File: src/rtl/uart_rx_if.sv
// Receiver output bundle: single-entry byte register with valid/ready handshake
// plus the one-cycle error pulses.
interface uart_rx_if;
    logic       valid;
    logic       ready;
    logic [7:0] data;
    logic       frame_err;
    logic       overrun;

    modport master (output valid, data, frame_err, overrun, input ready);
    modport slave  (input valid, data, frame_err, overrun, output ready);
endinterface

File: src/rtl/uart_rx.sv
// 8N1 UART receiver: two-flop synchroniser, mid-bit sampling with a down-counter
// timer, single-entry valid/ready output register with overrun/framing pulses.
//
//   state | meaning
//   IDLE  | line idle, waiting for rx_s low
//   START | counting half a bit to validate the start bit
//   DATA  | sampling 8 data bits, LSB first, one per bit period
//   STOP  | counting to the stop-bit sample, then deliver or flag
//   BREAK | stop bit was low; wait for the line to return high
module uart_rx (
    input  logic        clk,
    input  logic        rst,
    input  logic [31:0] clkdiv,
    input  logic        rx,
    uart_rx_if.master   bus
);
    typedef enum logic [2:0] {IDLE, START, DATA, STOP, BREAK} state_t;

    state_t      state, state_nxt;
    logic        rx_m, rx_s;
    logic [31:0] half;
    logic [31:0] clkcnt, clkcnt_nxt;
    logic [3:0]  bitcnt, bitcnt_nxt;
    logic [7:0]  shreg, shreg_nxt;
    logic [7:0]  data_q, data_nxt;
    logic        valid_q, valid_nxt;
    logic        ferr_q, ferr_nxt;
    logic        ovr_q, ovr_nxt;
    logic        tc;

    assign half = clkdiv >> 1;
    assign tc   = (clkcnt == 32'd0);

    assign bus.valid     = valid_q;
    assign bus.data      = data_q;
    assign bus.frame_err = ferr_q;
    assign bus.overrun   = ovr_q;

    always_ff @(posedge clk) begin
        if (rst) begin
            rx_m    <= 1'b1;
            rx_s    <= 1'b1;
            state   <= IDLE;
            clkcnt  <= 32'd0;
            bitcnt  <= 4'd0;
            shreg   <= 8'h00;
            data_q  <= 8'h00;
            valid_q <= 1'b0;
            ferr_q  <= 1'b0;
            ovr_q   <= 1'b0;
        end else begin
            rx_m    <= rx;
            rx_s    <= rx_m;
            state   <= state_nxt;
            clkcnt  <= clkcnt_nxt;
            bitcnt  <= bitcnt_nxt;
            shreg   <= shreg_nxt;
            data_q  <= data_nxt;
            valid_q <= valid_nxt;
            ferr_q  <= ferr_nxt;
            ovr_q   <= ovr_nxt;
        end
    end

    always_comb begin
        state_nxt  = state;
        clkcnt_nxt = clkcnt;
        bitcnt_nxt = bitcnt;
        shreg_nxt  = shreg;
        data_nxt   = data_q;
        valid_nxt  = valid_q && !bus.ready;
        ferr_nxt   = 1'b0;
        ovr_nxt    = 1'b0;

        case (state)
            IDLE: begin
                if (!rx_s) begin
                    clkcnt_nxt = half;
                    state_nxt  = START;
                end
            end
            START: begin
                if (!tc) begin
                    clkcnt_nxt = clkcnt - 32'd1;
                end else if (!rx_s) begin
                    clkcnt_nxt = clkdiv;
                    bitcnt_nxt = 4'd0;
                    state_nxt  = DATA;
                end else begin
                    state_nxt = IDLE;
                end
            end
            DATA: begin
                if (!tc) begin
                    clkcnt_nxt = clkcnt - 32'd1;
                end else begin
                    shreg_nxt  = {rx_s, shreg[7:1]};
                    clkcnt_nxt = clkdiv;
                    bitcnt_nxt = bitcnt + 4'd1;
                    if (bitcnt == 4'd7)
                        state_nxt = STOP;
                end
            end
            STOP: begin
                if (!tc) begin
                    clkcnt_nxt = clkcnt - 32'd1;
                end else if (rx_s) begin
                    // A consume in this same cycle frees the register for the new byte.
                    if (!valid_q || bus.ready) begin
                        data_nxt  = shreg;
                        valid_nxt = 1'b1;
                    end else begin
                        ovr_nxt = 1'b1;
                    end
                    state_nxt = IDLE;
                end else begin
                    ferr_nxt  = 1'b1;
                    state_nxt = BREAK;
                end
            end
            BREAK: begin
                if (rx_s)
                    state_nxt = IDLE;
            end
            default: state_nxt = IDLE;
        endcase
    end
endmodule

File: src/flat_wrapper.sv
// flat-port wrapper written by rule: the top's interface ports become plain ports
module uart_rx_flat 
  (clk, rst, clkdiv, rx, bus_valid, bus_data, bus_frame_err, bus_overrun, bus_ready);
  uart_rx_if bus_i ();
  input  logic clk;
  input  logic rst;
  input  logic [31:0] clkdiv;
  input  logic rx;
  output wire logic [$bits(bus_i.valid)-1:0] bus_valid;
  output wire logic [$bits(bus_i.data)-1:0] bus_data;
  output wire logic [$bits(bus_i.frame_err)-1:0] bus_frame_err;
  output wire logic [$bits(bus_i.overrun)-1:0] bus_overrun;
  input wire logic [$bits(bus_i.ready)-1:0] bus_ready;
  assign bus_valid = bus_i.valid;
  assign bus_data = bus_i.data;
  assign bus_frame_err = bus_i.frame_err;
  assign bus_overrun = bus_i.overrun;
  assign bus_i.ready = bus_ready;
  uart_rx u_core (.clk(clk), .rst(rst), .clkdiv(clkdiv), .rx(rx), .bus(bus_i));
endmodule
File: config.mk
export PLATFORM = sky130hd
export DESIGN_NAME = uart_rx_flat
export DESIGN_NICKNAME = d
export VERILOG_FILES = /design/src/rtl/uart_rx_if.sv /design/src/rtl/uart_rx.sv /design/src/flat_wrapper.sv
export SDC_FILE = /design/constraint.sdc
export NUM_CORES = 1
export LEC_CHECK = 0
export ABC_AREA = 1
export CORE_AREA = 3 3 87 89
export CTS_CLUSTER_DIAMETER = 100
export CTS_CLUSTER_SIZE = 25
export DETAILED_ROUTE_END_ITERATION = 10
export DIE_AREA = 0 0 90 92
export GPL_TIMING_DRIVEN = 0
export PLACE_DENSITY = 0.83
export SYNTH_ARGS = -nofsm -noshare
export SYNTH_HDL_FRONTEND = slang
export SYNTH_SLANG_ARGS = --single-unit
File: constraint.sdc
create_clock -name clk -period 4.76 [get_ports clk]
set_input_delay 0.952 -clock clk [delete_from_list [all_inputs] [get_ports clk]]
set_output_delay 0.952 -clock clk [all_outputs]
set_load 0.01 [all_outputs]
=== Word level (Yosys, flattened, before mapping) ===
Cells that the tools add are included.

* Flip-flop bits (word level): 60
* Bits of input ports: 36
* Output and inout port bits: 11
* Word-level logic and storage cells: 69

* Add/subtract/negate cells: 2
* Equality and inequality tests: 14
* Muxes and demuxes: 25
* Bitwise operators: 3
* Reductions and logical operators: 15

{| class="wikitable"
|+ Operators by type and width
! kind !! count
|-
| $mux W32 || 5
|-
| $pmux W32 S4 || 1
|-
| $logic_not A32 Y1 || 1
|-
| $sub A32 B1 Y32 const B || 1
|-
| $mux W3 || 7
|-
| $pmux W3 S5 || 1
|-
| $mux W4 || 3
|-
| $reduce_and A4 Y1 || 3
|-
| $ne A2 B1 Y1 const B || 5
|-
| $pmux W4 S2 || 1
|-
| $eq A3 B2 Y1 const B || 2
|-
| $mux W1 || 6
|-
| $ne A2 B2 Y1 const B || 3
|-
| $reduce_and A6 Y1 || 1
|-
| $add A4 B1 Y4 const B || 1
|-
| $eq A4 B3 Y1 const B || 1
|-
| $reduce_bool A4 Y1 || 1
|-
| $reduce_or A4 Y1 || 1
|-
| $eq A3 B1 Y1 const B || 1
|-
| $eq A3 B3 Y1 const B || 1
|-
| $logic_not A3 Y1 || 1
|-
| $ne A3 B3 Y1 const B || 1
|-
| $not A1 Y1 || 3
|-
| $reduce_or A3 Y1 || 1
|-
| other kinds (6) || 7
|}

=== Logic depth before layout (Yosys ltp) ===
* Word-level depth: 6
* Depth in mapped cells: 13
* Depth with buffers taken out: 13

=== Worst setup path after synthesis ===
No wires, ideal clock.

* Kind: register to register
* Start point: register u_core.clkcnt[0]
* End point: register u_core.clkcnt[2]
* Setup time: 0.122 ns
* Arrival: 1.684 ns
* Required time: 4.638 ns
* Path slack: 2.954 ns
* Cell stages (with the launch flop): 13
* Path buffers: 1
* Period minus slack after synthesis: 1.806 ns
* Cell sequence: dfxtp_1 -> inv_1 -> ha_1 -> nand2_2 -> nor2_8 -> nand2_4 -> nor2_8 -> nand4_4 -> nand2_4 -> inv_2 -> buf_6 -> o21ai_1 -> a21oi_1

* Word-level cells in the longest chain between the ends: 3
* Elaborated cells on any way between the ends: 9
* Those cells by class: add/sub: 1; eq/ne: 2; mux: 4; reduce/logical: 2

{| class="wikitable"
|+ RTL lines
! what !! RTL line !! source
|-
| from (decl) || uart_rx.sv:22 || <nowiki>logic [31:0] clkcnt, clkcnt_nxt;</nowiki>
|-
| from (signal assigned) || uart_rx.sv:55 || <nowiki>clkcnt <= clkcnt_nxt;</nowiki>
|-
| $sub A32 B1 Y32 / $logic_not A32 Y1 (equally long branches) || - ||
|-
| $mux W32 (tied with other cells) || uart_rx.sv:105 || <nowiki>if (!tc) begin</nowiki>
|-
| $pmux W32 S4 / $reduce_and A4 Y1 (equally long branches) || - ||
|}

Several ways; a longest one is shown, not always the timed one. The select of a mux whose other input is x is not followed.
A chain may end at the register's enable or synchronous reset.

=== Worst setup path in the final report ===
* Start point: register u_core.state[0]
* End point: register u_core.clkcnt[14]

* Word-level cells in the longest chain between the ends: 3
* Elaborated cells on any way between the ends: 10
* Those cells by class: eq/ne: 6; mux: 1; reduce/logical: 3

{| class="wikitable"
|+ RTL lines
! what !! RTL line !! source
|-
| from (decl) || uart_rx.sv:19 || <nowiki>state_t state, state_nxt;</nowiki>
|-
| from (signal assigned) || uart_rx.sv:54 || <nowiki>state <= state_nxt;</nowiki>
|-
| $eq A3 B1 Y1 (tied with other cells) || uart_rx.sv:75 || <nowiki>case (state)</nowiki>
|-
| $ne A3 B3 Y1 (no line) (tied with other cells) || - ||
|-
| $reduce_and A4 Y1 (no line) || - ||
|}

Several ways; a longest one is shown, not always the timed one.

==> parameters.txt <==
Parameter                              Value

STA
  Final Skew    0.00549 ns
  Final setup violation count    0
  Worst slew pin tran    0.762 ns
  Final-layout setup total negative slack    0 ns
  Final worst path period share    53.5%
  Timing-limited maximum frequency    roughly 390 MHz
  RSZ-0062 raised after global routing    false
  Final-report hold violation count    0
  Max-Slew Margin vs Limit    49.0%
  Pins Over Slew Limit    0
  Minimum clock period after layout    2.55 ns

Placed design
  Port Buffer Count    46
  RePlAce Congestion    0.977
  DP Area    4690 um^2
  Post-DP HPWL    9390 um
  Number of instances in the placed design    820

CTS
  H-Tree Level Count    3
  Max Root-Sink Buffers    2
  Skew-Pair Late Insertion Delay    0.35 ns
  Clk slew on worst S/H paths    0.07 ns
  Clock net sink count    60
  Post-CTS Setup Repair Bufs    0
  Clock tree from TritonCTS    yes
  CTS Buf Count    9
  CTS-repair resized insts    0
  Root Buffer    sky130_fd_sc_hd__clkbuf_8
  Post-CTS Hold Fix Bufs    0

Drt
  Total met2 wirelength after detailed routing    between 5000 and 6000 um
  Top layer in use    met4
  Vias    4,728
  First-pass iteration count of the detailed router    5
  Metal-1 WL    5340 um
  Total met3 wirelength after detailed routing    1140 um
  Detailed Route Iter0 Violations    443
  Vias per cell    5.66
  Remaining design rule violation count    0
  Total Routed Length    12,800 um
  Detail-routed net length per standard cell    15.3 um
  Antenna viol nets, final    0

Power and ir drop
  Leakage component of the power    2.25 nW
  Power density over cell area    694 nW/um^2
  Overall power    3.42 mW
  Peak supply drop    0.563 mV

Logic synthesis
  Combined area of all synthesized cells    4110 um^2
  Syn_nets    716
  Warnings, synthesis    0
  EDFF count, synth    0
  Number of distinct library cells after synthesis    38
  Most used flip-flop cell after synthesis    sky130_fd_sc_hd__dfxtp_1
  Syn_area_per_cell    6.06 um^2
  Post-synthesis async set-or-reset flop share    0%
  Post-synthesis sequential area ratio    29.2%
  Number of standard cells after synthesis    678
  Flops & latches, synth    60

Global route
  Total routing resource utilization after global routing    a little under a third
  Wire length of the first global-routing pass    20,700 um
  Number of antenna violations at the first check in global routing    0
  Via count of the first global-routing pass    between 4,000 and 5,000
  Maximum number of pins on one net before global-route repair    11
  Total grt overflow    0

Hold path
  Type of the worst min-delay path    flop to flop

Critical path
  Crit path kind    flop to flop
  Largest fanout on the critical path    10
  Worst Setup Start Kind    flop
  CP arrival    2.78 ns
  Critical path data required time    5.00 ns
  Critical Path End Type    flop

Layout
  Non-filler cells in the finished layout    835
  Post-layout net count    773
  Proportion of layout cells with a drive suffix above 1    approximately 7.7%
  Antenna cells    0
  Non-Filler Cell Area, Final    4930 um^2
  Layout area overhead    19.9%

Floorplan
  Area enclosed by the die boundary    8280 um^2
  Number of core rows    30
  Horizontal extent of the die    90 um
  Vertical die dimension    between 90 and 100 um
  I/O pin total    47
  Core outline area    between 6000 and 7000 um^2
  Initial core utilization    60.2%

Run
  Max-Cap Viols    0

Status
  Outcome    completed
through the flow:
step | hold WS, ns | setup slack (ns) | utilization, %
final | 0.436 | 2.21 | 72.2
after global routing | 0.464 | 2.13 | 72.2
after CTS | 0.427 | 2.34 | 72.2
after detailed placement | 0.396 | 2.18 | 68.7
after global placement | 0.406 | 2.23 | 68.7
after floorplan | 0.389 | 2.95 | -
kinds of logic after synthesis:
kind of cell / after synthesis / synth area share (%)
adders and majority gates: 2 / 0.609
DFF: 60 / 29.2
buffers and inverters: 104 / 10.7
AOI/OAI and AO/OA: 98 / 12.4
and+or+nand+nor: 394 / 42.8
xor gates and xnor gates: 20 / 4.26
sequential cells by signal, indices dropped and copies added (netlist names):
name,cells
u_core.bitcnt,4
u_core.bus.valid,1
u_core.rx_m,1
u_core.clkcnt,32
u_core.bus.data,8
u_core.state,3
u_core.shreg,8
u_core.bus.frame_err,1
u_core.rx_s,1
u_core.bus.overrun,1
routing by layer:
metal  global-route usage, %  vias to the layer above
met1                    38.4                     2122
met2                    50.7                      274
met3                    6.23                       59
met4                    17.7                        0
met5                       0                        -
li1                        -                     2273
final cells by class:
cell class / instances / area (um^2)
Timing Repair Buffer: 46 / 460
Clock buffer: 11 / 141
Inverter: 80 / 302
Multi-Input combinational cell: 514 / 2470
Clock inverter: 4 / 97.6
Tap cell: 96 / 120
Buffer: 24 / 139
Fill cell: 599 / 1900
Sequential cell: 60 / 1200
layout by cell type, fill, tap and decap left out, drive strengths merged, types with 4 or more instances in the layout:
master / n
nand4: 11
buf: 15
nand2: 163
nor3: 8
nand3b: 4
inv: 78
clkbuf: 20
nand3: 58
dfxtp: 60
xnor2: 8
o211ai: 4
o21ai: 58
or2: 9
nor2: 138
a21oi: 31
xor2: 12
clkdlybuf4s50: 46
synthesized netlist by cell type (9+ instances only):
| cell | number | area share (%) |
|---|---|---|
| sky130_fd_sc_hd__nand2_1 | 159 | 15 |
| sky130_fd_sc_hd__nand3_1 | 56 | 6.8 |
| sky130_fd_sc_hd__o21ai_0 | 20 | 2.4 |
| sky130_fd_sc_hd__dfxtp_1 | 60 | 29 |
| sky130_fd_sc_hd__or2_2 | 9 | 1.4 |
| sky130_fd_sc_hd__a21oi_1 | 31 | 3.8 |
| sky130_fd_sc_hd__nand4_1 | 9 | 1.4 |
| sky130_fd_sc_hd__inv_1 | 75 | 6.8 |
| sky130_fd_sc_hd__clkbuf_1 | 9 | 0.82 |
| sky130_fd_sc_hd__o21ai_1 | 38 | 4.6 |
| sky130_fd_sc_hd__xor2_1 | 12 | 2.6 |
| sky130_fd_sc_hd__nor2_1 | 128 | 12 |
power breakdown:
group | switching (mW) | leakage (nW) | total (mW) | internal [mW]
logic | 1.40 | 1.64 | 2.06 | 0.661
clock network | 0.207 | 0.116 | 0.566 | 0.359
registers | 0.162 | 0.491 | 0.799 | 0.637
critical path: stages, from the launching register on:
cell	delay [ns]
sky130_fd_sc_hd__dfxtp_1	0.40
sky130_fd_sc_hd__nor2_1	0.08
sky130_fd_sc_hd__nor2_1	0.59
sky130_fd_sc_hd__clkinv_1	0.52
sky130_fd_sc_hd__clkbuf_1	0.42
sky130_fd_sc_hd__nand2_1	0.14
sky130_fd_sc_hd__nand3_1	0.09
sky130_fd_sc_hd__nor2_1	0.12
sky130_fd_sc_hd__nor2_1	0.07
path summary, 6_finish.rpt:
kind,from,end,slack [ns],cells after the start
min reg2reg,u_core.rx_m,u_core.rx_s,0.44,1
max reg2reg,u_core.state[0],u_core.clkcnt[14],2.21,8
max,u_core.state[0],u_core.clkcnt[14],2.21,8
min,u_core.rx_m,u_core.rx_s,0.44,1
(Power assumes the default switching activity.)
